==> config.mk <==
export PLATFORM = sky130hd
export DESIGN_NAME = timer_sequencer_flat
export DESIGN_NICKNAME = d
export VERILOG_FILES = /design/src/rtl/timer_seq_pkg.sv /design/src/rtl/timer_seq_if.sv /design/src/rtl/timer_seq_core.sv /design/src/rtl/timer_sequencer.sv /design/src/flat_wrapper.sv
export SDC_FILE = /design/constraint.sdc
export NUM_CORES = 1
export LEC_CHECK = 0
export ABC_AREA = 1
export CAP_MARGIN = 20
export CORE_ASPECT_RATIO = 2
export CORE_UTILIZATION = 30
export CTS_BUF_LIST = sky130_fd_sc_hd__clkbuf_16
export DETAILED_ROUTE_END_ITERATION = 6
export GPL_TIMING_DRIVEN = 0
export REMOVE_ABC_BUFFERS = 1
export SLEW_MARGIN = 0
export SYNTH_ARGS = -nofsm -noshare
export SYNTH_HDL_FRONTEND = slang
export SYNTH_SLANG_ARGS = --single-unit
==> constraint.sdc <==
create_clock -name clk -period 1.59 [get_ports clk]
set_input_delay 0.477 -clock clk [delete_from_list [all_inputs] [get_ports clk]]
set_output_delay 0.477 -clock clk [all_outputs]
set_load 0.05 [all_outputs]
==> src/rtl/timer_seq_pkg.sv <==
// Shared types for the timer sequencer.
// Holds the FSM state encoding and a helper that sizes the prescaler divider.
package timer_seq_pkg;

    // Sequencer states; the encoding is visible in waveforms, so keep it fixed.
    typedef enum logic [1:0] {
        ST_IDLE = 2'd0,
        ST_RUN  = 2'd1,
        ST_HOLD = 2'd2,
        ST_DONE = 2'd3
    } state_t;

    // Divider register width; a ratio of 1 still needs one bit.
    function automatic int unsigned presc_w(input int unsigned div);
        return (div > 1) ? $clog2(div) : 1;
    endfunction

endpackage

==> src/rtl/timer_seq_if.sv <==
// Control/status bundle between a timer client (master) and timer_sequencer (slave).
//   start, stop     : pulses, begin/restart and abort
//   hold            : level, freeze counting
//   mode_periodic   : 1 periodic, 0 one-shot (latched on accepted start)
//   cmp_val         : terminal value (latched on accepted start)
//   count           : current counter value
//   running, done   : state RUN/HOLD, state DONE
//   tc_pulse        : one-cycle terminal-count pulse
//   evt_cnt         : saturating tally of terminal counts since last start
interface timer_seq_if #(
    parameter int unsigned SIZE  = 4,
    parameter int unsigned EVT_W = 8
);
    logic              start;
    logic              stop;
    logic              hold;
    logic              mode_periodic;
    logic [SIZE-1:0]   cmp_val;
    logic [SIZE-1:0]   count;
    logic              running;
    logic              done;
    logic              tc_pulse;
    logic [EVT_W-1:0]  evt_cnt;

    modport master (
        output start, stop, hold, mode_periodic, cmp_val,
        input  count, running, done, tc_pulse, evt_cnt
    );

    modport slave (
        input  start, stop, hold, mode_periodic, cmp_val,
        output count, running, done, tc_pulse, evt_cnt
    );
endinterface

==> src/rtl/timer_seq_core.sv <==
// SIZE-bit up-counter datapath with synchronous clear, enable and compare-equal.
//   clk, rst  : clock, synchronous active-high reset
//   i_clr     : clear to zero (wins over i_en)
//   i_en      : increment by one
//   i_cmp     : compare value
//   o_count   : registered counter value
//   o_eq      : o_count == i_cmp
module timer_seq_core #(
    parameter int unsigned SIZE = 4
) (
    input  logic            clk,
    input  logic            rst,
    input  logic            i_clr,
    input  logic            i_en,
    input  logic [SIZE-1:0] i_cmp,
    output logic [SIZE-1:0] o_count,
    output logic            o_eq
);

    logic [SIZE-1:0] r_count;

    // Counter register.
    always_ff @(posedge clk) begin
        if (rst) begin
            r_count <= '0;
        end else if (i_clr) begin
            r_count <= '0;
        end else if (i_en) begin
            r_count <= r_count + SIZE'(1);
        end
    end

    assign o_count = r_count;
    assign o_eq    = (r_count == i_cmp);

endmodule

==> src/rtl/timer_sequencer.sv <==
// Run/stop controller for an up-counter timer tile: start/stop/hold sequencing,
// one-shot or periodic operation against a latched compare value, a one-cycle
// terminal-count pulse and a saturating event tally.
//   clk, rst : clock, synchronous active-high reset
//   bus      : timer_seq_if.slave (controls in, count/status out)
// Optional build macro TIMER_SEQ_PRESCALE_EN: counting advances once every
// PRESC_DIV active cycles instead of every active cycle.
module timer_sequencer
    import timer_seq_pkg::*;
#(
    parameter int unsigned SIZE      = 4,
    parameter int unsigned EVT_W     = 8,
    parameter int unsigned PRESC_DIV = 4
) (
    input  logic        clk,
    input  logic        rst,
    timer_seq_if.slave  bus
);

    // Elaboration-time parameter sanity checks.
    if (SIZE < 2) begin : g_size_chk
        $error("timer_sequencer: SIZE must be >= 2");
    end
    if (PRESC_DIV < 1) begin : g_presc_chk
        $error("timer_sequencer: PRESC_DIV must be >= 1");
    end

    state_t           r_state;
    state_t           w_state_next;
    logic [SIZE-1:0]  r_cmp_q;
    logic             r_mode_q;
    logic             r_tc_pulse;
    logic [EVT_W-1:0] r_evt_cnt;

    logic             w_start_ok;
    logic             w_active;
    logic             w_tick;
    logic             w_tc;
    logic             w_clr;
    logic             w_en;
    logic             w_presc_ok;
    logic [SIZE-1:0]  w_count;
    logic             w_eq;

    // State register.
    always_ff @(posedge clk) begin
        if (rst) begin
            r_state <= ST_IDLE;
        end else begin
            r_state <= w_state_next;
        end
    end

    // Next-state and datapath control. HOLD with hold released counts in the
    // same cycle it returns to RUN, so a hold of N cycles delays exactly N.
    always_comb begin
        w_state_next = r_state;
        w_start_ok   = 1'b0;
        w_active     = 1'b0;
        w_tick       = 1'b0;
        w_tc         = 1'b0;
        w_clr        = 1'b0;
        w_en         = 1'b0;

        case (r_state)
            ST_IDLE, ST_DONE: w_start_ok = bus.start & ~bus.stop;
            ST_RUN,  ST_HOLD: w_active   = ~bus.hold & ~bus.stop;
            default:          ;
        endcase

        w_tick = w_active & w_presc_ok;
        w_tc   = w_tick & w_eq;

        if (bus.stop) begin
            w_state_next = ST_IDLE;
        end else if (w_start_ok) begin
            w_state_next = ST_RUN;
        end else if (r_state == ST_RUN || r_state == ST_HOLD) begin
            if (bus.hold) begin
                w_state_next = ST_HOLD;
            end else if (w_tc && !r_mode_q) begin
                w_state_next = ST_DONE;
            end else begin
                w_state_next = ST_RUN;
            end
        end

        w_clr = bus.stop | w_start_ok | w_tc;
        w_en  = w_tick & ~w_eq;
    end

`ifdef TIMER_SEQ_PRESCALE_EN
    localparam int unsigned PW = presc_w(PRESC_DIV);
    logic [PW-1:0] r_presc;

    assign w_presc_ok = (r_presc == PW'(PRESC_DIV - 1));

    // Prescale divider: advances only on active cycles, so HOLD freezes it.
    always_ff @(posedge clk) begin
        if (rst) begin
            r_presc <= '0;
        end else if (bus.stop || w_start_ok) begin
            r_presc <= '0;
        end else if (w_active) begin
            r_presc <= w_presc_ok ? '0 : r_presc + PW'(1);
        end
    end
`else
    assign w_presc_ok = 1'b1;
`endif

    // Run configuration captured on an accepted start.
    always_ff @(posedge clk) begin
        if (rst) begin
            r_cmp_q  <= '0;
            r_mode_q <= 1'b0;
        end else if (w_start_ok) begin
            r_cmp_q  <= bus.cmp_val;
            r_mode_q <= bus.mode_periodic;
        end
    end

    // Terminal-count pulse and saturating event tally.
    always_ff @(posedge clk) begin
        if (rst) begin
            r_tc_pulse <= 1'b0;
            r_evt_cnt  <= '0;
        end else begin
            r_tc_pulse <= w_tc;
            if (bus.stop || w_start_ok) begin
                r_evt_cnt <= '0;
            end else if (w_tc && (r_evt_cnt != '1)) begin
                r_evt_cnt <= r_evt_cnt + EVT_W'(1);
            end
        end
    end

    timer_seq_core #(.SIZE(SIZE)) u_core (
        .clk     (clk),
        .rst     (rst),
        .i_clr   (w_clr),
        .i_en    (w_en),
        .i_cmp   (r_cmp_q),
        .o_count (w_count),
        .o_eq    (w_eq)
    );

    assign bus.count    = w_count;
    assign bus.running  = (r_state == ST_RUN) || (r_state == ST_HOLD);
    assign bus.done     = (r_state == ST_DONE);
    assign bus.tc_pulse = r_tc_pulse;
    assign bus.evt_cnt  = r_evt_cnt;

endmodule

==> src/flat_wrapper.sv <==
// flat-port wrapper written by rule: the top's interface ports become plain ports
module timer_sequencer_flat import timer_seq_pkg::*;
#(
    parameter int unsigned SIZE      = 4,
    parameter int unsigned EVT_W     = 8,
    parameter int unsigned PRESC_DIV = 4
)
  (clk, rst, bus_start, bus_stop, bus_hold, bus_mode_periodic, bus_cmp_val, bus_count, bus_running, bus_done, bus_tc_pulse, bus_evt_cnt);
  timer_seq_if #(.SIZE(SIZE), .EVT_W(EVT_W)) bus_i ();
  input  logic clk;
  input  logic rst;
  input wire logic [$bits(bus_i.start)-1:0] bus_start;
  input wire logic [$bits(bus_i.stop)-1:0] bus_stop;
  input wire logic [$bits(bus_i.hold)-1:0] bus_hold;
  input wire logic [$bits(bus_i.mode_periodic)-1:0] bus_mode_periodic;
  input wire logic [$bits(bus_i.cmp_val)-1:0] bus_cmp_val;
  output wire logic [$bits(bus_i.count)-1:0] bus_count;
  output wire logic [$bits(bus_i.running)-1:0] bus_running;
  output wire logic [$bits(bus_i.done)-1:0] bus_done;
  output wire logic [$bits(bus_i.tc_pulse)-1:0] bus_tc_pulse;
  output wire logic [$bits(bus_i.evt_cnt)-1:0] bus_evt_cnt;
  assign bus_i.start = bus_start;
  assign bus_i.stop = bus_stop;
  assign bus_i.hold = bus_hold;
  assign bus_i.mode_periodic = bus_mode_periodic;
  assign bus_i.cmp_val = bus_cmp_val;
  assign bus_count = bus_i.count;
  assign bus_running = bus_i.running;
  assign bus_done = bus_i.done;
  assign bus_tc_pulse = bus_i.tc_pulse;
  assign bus_evt_cnt = bus_i.evt_cnt;
  timer_sequencer #(.SIZE(SIZE), .EVT_W(EVT_W), .PRESC_DIV(PRESC_DIV)) u_core (.clk(clk), .rst(rst), .bus(bus_i));
endmodule
== Yosys cells after proc, flatten, opt, wreduce, memory -nomap -nowiden ==
Index checks and enable logic that the tools add are counted.
Word-level totals
  memories: 0
  memory bits (read-only): 0
  flip-flop bits (word level): 20
  bits in latches: 0
  input bits: 10
  word-level logic and storage cells: 42
  output and inout bits: 15
  bits in writable memories: 0
Cells by class
  $add $sub $neg: 2
  eq/ne operators: 5
  reductions and logical operators: 13
  shift operators: 0
  multiply operators: 0
  $lt $le $gt $ge: 0
  div/mod/pow operators: 0
  mux-type cells: 6
  bitwise operators: 9
Operator list (count)
  OR reduction 2 bit: 5
  adder 8 x 1 -> 8 bit (second input constant): 1
  != test 8 bit (second input constant): 1
  adder 4 x 1 -> 4 bit (second input constant): 1
  AND 1 bit: 4
  equality test 2 bit (second input constant): 2
  equality test 4 bit: 1
  2-to-1 mux 1 bit: 4
  2-to-1 mux 2 bit: 2
  NOT 1 bit: 3
  OR reduction 3 bit: 1
  equality test 2 x 1 -> 1 bit (second input constant): 1
  logical AND 1 bit: 2
  zero test 2 bit: 1
  logical OR 1 bit: 2
  bitwise OR 1 bit: 2
  nonzero test 2 bit: 1
  zero test 1 bit: 1

== Logic depth before layout (Yosys ltp) ==
Gate-level depths: netlist (run 1).
  depth after elaboration: 9
  mapped depth: 9
  depth with buffers taken out: 9

== Hierarchy ==
From an unflattened synthesis (run 1), not the netlist that was laid out.
Unflattened totals
  cells, all modules: 151
  area, all modules: 1039.7 sq um
By module, submodules not included
  timer_sequencer: sequential area each 320.3 sq um, cells each 118, area each 817.0 sq um, instances 1
  timer_seq_core: sequential area each 80.1 sq um, cells each 33, area each 222.7 sq um, instances 1

== Worst setup path after synthesis (run 1) ==
OpenSTA, ideal clock, no wires.
  path kind: flip-flop to flip-flop
  start: register u_core.r_state[0]
  end: register u_core.r_evt_cnt[0] (netlist: u_core.bus.evt_cnt[0])
  arrival: 1.660 ns
  required time: 1.520 ns
  library setup time: 0.070 ns
  slack: -0.140 ns
  period minus slack after synthesis: 1.730 ns
  cell stages (with the launch flop): 8
  buffers on the path: 0
  cell sequence: dfxtp_1 ha_1 nand2_2 nor2_4 inv_1 nor2_8 nand3_1 a21oi_1
Between the ends
  word-level cells in the longest chain between the ends: 5
  elaborated cells between the ends (all ways): 12
  classes of those cells: eq/ne: 3; mux: 2; bitwise: 1; reduce/logical: 6
RTL lines
  from (decl): line timer_sequencer.sv:28  | state_t r_state;
  from (signal assigned): line timer_sequencer.sv:50  | r_state <= w_state_next;
  equality test 2 bit (tied with other cells): line timer_sequencer.sv:65  | case (r_state)
  OR reduction 2 bit: line timer_sequencer.sv:65
  2-to-1 mux 1 bit: line timer_sequencer.sv:65
  AND 1 bit or logical OR 1 bit (tied branches): line timer_sequencer.sv:72, timer_sequencer.sv:130
  logical AND 1 bit or OR reduction 2 bit (tied branches)
  to (signal assigned): line timer_sequencer.sv:133  | r_evt_cnt <= r_evt_cnt + EVT_W'(1);
  to (decl): line timer_sequencer.sv:33  | logic [EVT_W-1:0] r_evt_cnt;
Several ways; a longest one is shown, not always the timed one.
A chain may end at the register's enable or synchronous reset.

== Worst setup path in the final report (run 1) ==
  start: input port bus_hold
  end: register u_core.r_evt_cnt[2] (netlist: u_core.bus.evt_cnt[2])
Between the ends
  word-level cells in the longest chain between the ends: 5
RTL lines
  from (decl): line flat_wrapper.sv:14  | input wire logic [$bits(bus_i.hold)-1:0] bus_hold;
  NOT 1 bit: line timer_sequencer.sv:67  | ST_RUN, ST_HOLD: w_active = ~bus.hold & ~bus.stop;
  AND 1 bit: line timer_sequencer.sv:67
  2-to-1 mux 1 bit: line timer_sequencer.sv:65
  AND 1 bit: line timer_sequencer.sv:72  | w_tc = w_tick & w_eq;
  logical AND 1 bit: line timer_sequencer.sv:132  | end else if (w_tc && (r_evt_cnt != '1)) begin
Every way passes these cells.

==> qor.yml, run 1 <==
n_fill_cell: 342
powerDensity_nw_per_um2: 805
nets: 188
top_usage_layer: "met2"
drv_cap: 0
hp-class: "register to register"
portBuffers: 24
synth.distinct_cells: 21
drtAntennaViolNets: 0
wl_um: 2490
met3_usage: 0.0211
seqCellArea_um2: 402
cts.sinks: 20
switchingPower_uw: 273
crit_type: "primary input to register"
fin_ws_ns: 0.0367
crit_path_end_kind: "register"
place.gp.congestion: 0.737
cp.required_ns: 1.77
synth_top_family_by_area: "simple AND/OR/NAND/NOR gates"
reg2reg_slack_ns: 0.10
cts_htree_levels: 1
synth_xor_area_frac: 0.0502
dr_total_vias: 995
timing.fmax_mhz: 644
grt_max_degree: 12
ys_seq_area_frac: 0.382
hold_end: "u_core.r_cmp_q[0]$_SDFFE_PP0P_"
p_sw_frac: 0.231
status: "finished clean"
tightest_slew_ns: 0.488
r2r-start: "u_core.r_state[0]$_SDFFE_PP0P_"
vias_per_cell: 4.83
drv_slew: 0
start_util: 0.310
p_int_uw: 910
fin_crit_sh: 0.977
ir_drop_mv: 0.399
reg2reg_to: "u_core.bus.evt_cnt[2]$_SDFFE_PP0P_"
whs_path_depth: 2
route.detailed.drc: 0
setup_tns_ns: 0
total_power_uw: 1180
cp_max_fo: 8
tritoncts: "done"
die_w_um: 43.8
fin_skew_ns: 0.00447
grt_pass1_vias: 1055
clk_latency_ns: 0.25
grt_util_all_layers: 0.140
hpwl_um: 1820
multiInputGateArea_um2: 646
min_from: "u_core.r_cmp_q[0]$_SDFFE_PP0P_"
synth_compound_area_frac: 0.119
placementRows: 30
antenna_found_initial: 0
antenna_cells: 0
hold_buffers: 0
numCtsBuffers: 3
final_layout_size_suffix_gt1_frac: 0.264
p_seq_frac: 0.442
leakage_uw: 0.000600
clk_pin_slew_ns: 0.06
pwr-share-clk: 0.429
rsz0062_at_grt: "true"
cts_root_buffer: "clkbuf_16"
relSlewSlack: 0.676
finalSetupViolCount: 0
grt_pass1_wl_um: 4100
cp_data_arrival_time_ns: 1.73
fin_util: 0.435
use_met2: 0.274
cts.path.max_buffers: 2
fin_crit_ns: 1.55
hold_viol: 0
synth.avg_cell_area_um2: 7.22
comb_power_share: 0.129
drt-initial-drc-count: 15
area_growth_pct: 40.3
synth_mux_area_frac: 0
dieArea_um2: 3750
crit_path_start_kind: "primary input"
synthSimpleGateAreaFrac: 0.348
synth_area_um2: 1050
place_ws_ns: -0.405
yosys_warnings: 0
coreArea_um2: 3380
syn_inst: 145
dr.pass1.iters: 4
ys_seq_elements: 20
chipHeight_um: 85.6
use_met1: 0.136
num_io_pins: 25
overflow: 0
r2r_cells: 7
yosys.area_share.adder: 0.0358
hold_ws_ns: 0.471
wl_per_cell_um: 12.1
==> logic make-up (layout without fill, tap and decap cells) <==
family                     Yosys count  after routing
buffers and inverters               18             47
DFF                                 20             20
adders and majority gates            3              3
and+or+nand+nor                     73             73
AOI/OAI and AO/OA                   25             25
xor gates and xnor gates             6              6
==> synth_stat cells <==
library cell,instances,area [um^2]
nor2_2,1,6.26
nor3_1,1,5.00
nor2_8,1,20.0
inv_1,15,56.3
a21oi_1,16,80.1
nand3b_1,1,7.51
nand2_4,1,11.3
nand3_1,9,45.0
ha_1,3,37.5
xor2_1,6,52.6
nand2_1,35,131
clkinv_1,1,3.75
nand4_2,1,12.5
nand2_2,5,31.3
o21ai_0,7,35.0
o21ai_1,2,10.0
nor2_4,3,33.8
nor2_1,14,52.6
inv_2,2,7.51
nor3b_1,1,7.51
dfxtp_1,20,400
==> sequential cells by signal (all words and copies together), names as in the netlist <==
register / cells
u_core.r_state: 2
u_core.bus.evt_cnt: 8
u_core.bus.tc_pulse: 1
u_core.r_cmp_q: 4
u_core.u_core.o_count: 4
u_core.r_mode_q: 1
==> final cells by class <==
type	instances	share of cell area
multi-input combinational	107	0.440
sequential	20	0.273
timing repair buffer	25	0.158
clock buffer	3	0.0511
inverter	18	0.0477
tap	32	0.0273
clock inverter	1	0.00256
==> placed cells by master, fill, tap and decap left out, types with 2 or more instances in the layout <==
master           instances
xor2_1                   6
clkdlybuf4s15_2          8
a21oi_1                 14
ha_1                     2
nor2_4                   5
o21ai_1                  2
nand2_1                 34
nor2_1                  12
a21oi_2                  2
nand2_4                  2
clkdlybuf4s50_1          9
nand3_1                  7
buf_2                    5
inv_1                   12
nand2_2                  5
o21ai_0                  7
inv_2                    5
clkbuf_16                3
nand3_2                  2
dfxtp_1                 19
==> metal layers <==
| layer | part of all wire | wire length, um | vias up |
|---|---|---|---|
| li1 | - | - | 518 |
| met5 | 0 | 0 | - |
| met1 | 0.40 | 990 | 451 |
| met2 | 0.55 | 1370 | 24 |
| met3 | 0.045 | 112 | 2 |
| met4 | 0.0060 | 15 | 0 |
==> what timing repair did <==
| item | CTS | global route |
|---|---|---|
| setup endpoints to repair | 29 | 20 |
| setup buffers | 0 | 1 |
| pin swaps | 0 | 3 |
| gates resized for setup | 56 | 20 |
==> power groups by stage <==
stage          logic (uW)  registers (uW)  clock network, uW
2_1_floorplan        88.8             534                  0
3_3_place_gp          133             532                  0
3_5_place_dp          136             532                  0
4_1_cts               140             523                522
5_1_grt               168             524                549
6_report              153             523                508
==> per-stage QoR <==
step	cell area, um^2	std cells
2_1_floorplan	1050	145
3_3_place_gp	1330	201
3_5_place_dp	1330	201
4_1_cts	1420	205
5_1_grt	1470	206
6_report	1470	206
==> worst max-delay path: stages <==
cell and delay (ns):
clkdlybuf4s50_1 0.42, inv_1 0.08, nand2_2 0.07, nor2_4 0.20
inv_2 0.10, nor2_8 0.15, nand3_1 0.10, a21oi_2 0.13
==> how the worst max path moves through the flow <==
stage	from	endpoint	slack, ns	depth (start not counted)
floorplan	u_core.r_state[0]$_SDFFE_PP0P_	u_core.bus.evt_cnt[0]$_SDFFE_PP0P_	-0.14	7
global placement	u_core.r_state[0]$_SDFFE_PP0P_	bus_running	-0.38	2
detailed placement	u_core.r_state[0]$_SDFFE_PP0P_	bus_running	-0.40	2
CTS	u_core.u_core.o_count[0]$_SDFFE_PP0P_	bus_count[0]	0.003	1
global route	bus_hold	u_core.r_state[1]$_SDFFE_PP0P_	-0.04	8
finish	bus_hold	u_core.bus.evt_cnt[2]$_SDFFE_PP0P_	0.04	8
Power figures use the tool's default switching activity.
==> run 2, diff against run 1 <==
- CELL_PAD_IN_SITES_DETAIL_PLACEMENT: not set -> 1
- CELL_PAD_IN_SITES_GLOBAL_PLACEMENT: not set -> 1
- PLACE_DENSITY_LB_ADDON: not set -> 0.1
==> qor.yml, run 2 (synthesis gave the netlist of run 1 again) <==
die_w_um: 43.8
violations: "design-rule violations"
final_cell_mix: "34 x nand2_1, 19 x dfxtp_1, 14 x a21oi_1, 12 x inv_1, 12 x nor2_1"
grt_pass1_wl_um: 4860
relSlewSlack: 0.682
clk_pin_slew_ns: 0.06
crit_type: "register to output pin"
hold_ws_ns: 0.485
hp-class: "register to register"
vias_per_cell: 4.97
rsz0062_at_grt: "true"
drv_slew: 0
grt_pass1_vias: 1088
chipHeight_um: 85.6
ir_drop_mv: 0.499
tightest_slew_ns: 0.479
hold_viol: 0
place_ws_ns: -0.410
area_growth_pct: 40.9
route.detailed.drc: 1
drv_cap: 0
cts.sinks: 20
clk_latency_ns: 0.26
fin_ws_ns: 0.0300
finalSetupViolCount: 0
placementRows: 30
cp_max_fo: 6
reg2reg_slack_ns: 0.11
drtAntennaViolNets: 0
r2r-start: "u_core.r_state[1]$_SDFFE_PP0P_"
fin_crit_ns: 1.56
num_io_pins: 25
antenna_found_initial: 0
slowest_delay_ns: 0.43
n_fill_cell: 426
r2r_cells: 7
largest_reg_flops: 8
path_cells: "clkdlybuf4s18_2"
fin_skew_ns: 0.00338
setup_tns_ns: 0
crit_family: "flip-flops"
dr.pass1.iters: 5
fin_area_um2: 1480
antenna_cells: 0
min_from: "u_core.r_cmp_q[1]$_SDFFE_PP0P_"
tritoncts: "done"
cts.path.max_buffers: 2
dr_total_vias: 1028
seqCellArea_um2: 402
nets: 189
drt-initial-drc-count: 6
hold_end: "u_core.r_cmp_q[1]$_SDFFE_PP0P_"
cp_data_arrival_time_ns: 1.08
fin_crit_sh: 0.981
cts_htree_levels: 1
layout.cells.most_common: "nand2_1"
leakage_uw: 0.000607
coreArea_um2: 3380
crit_path_end_kind: "output pin"
final_layout_size_suffix_gt1_frac: 0.263
grt_max_degree: 12
reg2reg_to: "u_core.bus.evt_cnt[5]$_SDFFE_PP0P_"
total_power_uw: 1200
placed_cell_area_um2: 1330
grt_util_all_layers: 0.179
multiInputGateArea_um2: 638
cp.required_ns: 1.11
path_depth: 1
wl_per_cell_um: 14.3
hpwl_um: 2250
powerDensity_nw_per_um2: 816
place.gp.congestion: 0.716
wl_um: 2970
overflow: 0
cp.buffers_inverters: 1
slowest_stage: "dfxtp_1"
cts_root_buffer: "clkbuf_16"
status: "finished, violations left"
hold_buffers: 0
start_util: 0.310
numCtsBuffers: 3
whs_path_depth: 2
timing.fmax_mhz: 641
crit_path_start_kind: "register"
dieArea_um2: 3750
portBuffers: 24
==> run 2: through the flow <==
stage | instances | util
after floorplan | 145 | -
after global placement | 201 | 0.393
after detailed placement | 201 | 0.393
after CTS | 206 | 0.425
after global routing | 207 | 0.437
final | 207 | 0.437
==> run 2: cell type report <==
| type | instances | share of cell area |
|---|---|---|
| Tap cell | 32 | 0.0271 |
| Clock inverter | 1 | 0.00254 |
| Timing Repair Buffer | 26 | 0.166 |
| Clock buffer | 3 | 0.0509 |
| Inverter | 18 | 0.0483 |
| Multi-Input combinational cell | 107 | 0.433 |
| Sequential cell | 20 | 0.272 |
==> run 2: repair_timing <==
action,CTS,global route
setup endpoints to repair,33,17
pin swaps,3,4
resized for setup,62,19
cloned,0,0
buffers inserted,1,1
==> run 2: worst max path at each step <==
stage | endpoint | from | slack [ns]
detailed placement | u_core.bus.evt_cnt[2]$_SDFFE_PP0P_ | bus_stop | -0.41
finish | bus_count[1] | u_core.u_core.o_count[1]$_SDFFE_PP0P_ | 0.03
floorplan | u_core.bus.evt_cnt[0]$_SDFFE_PP0P_ | u_core.r_state[0]$_SDFFE_PP0P_ | -0.14
global route | u_core.bus.evt_cnt[5]$_SDFFE_PP0P_ | u_core.r_state[1]$_SDFFE_PP0P_ | -0.01
CTS | bus_evt_cnt[5] | u_core.bus.evt_cnt[5]$_SDFFE_PP0P_ | 0.002
global placement | bus_running | u_core.r_state[1]$_SDFFE_PP0P_ | -0.39
==> run 2: report_power, final <==
part / internal [uW] / switching, uW / total (uW) / leakage, uW
combinational: 59.7 / 91.6 / 151 / 0.000406
sequential: 514 / 8.60 / 523 / 0.000163
clock: 336 / 194 / 529 / 0.0000385
total: 909 / 294 / 1200 / 0.000607
==> run 2: layer usage <==
metal	vias to the layer above	track usage	part of all wire
li1	520	-	-
met1	489	0.155	0.34
met2	15	0.354	0.61
met3	4	0.0189	0.020
met4	0	0.111	0.027
met5	-	0	0
==> run 3, diff against run 2 <==
- CAP_MARGIN: 20 -> not set
==> results of run 3 <==
Same layout as run 2: the final DEF is identical, and so are final timing and power.
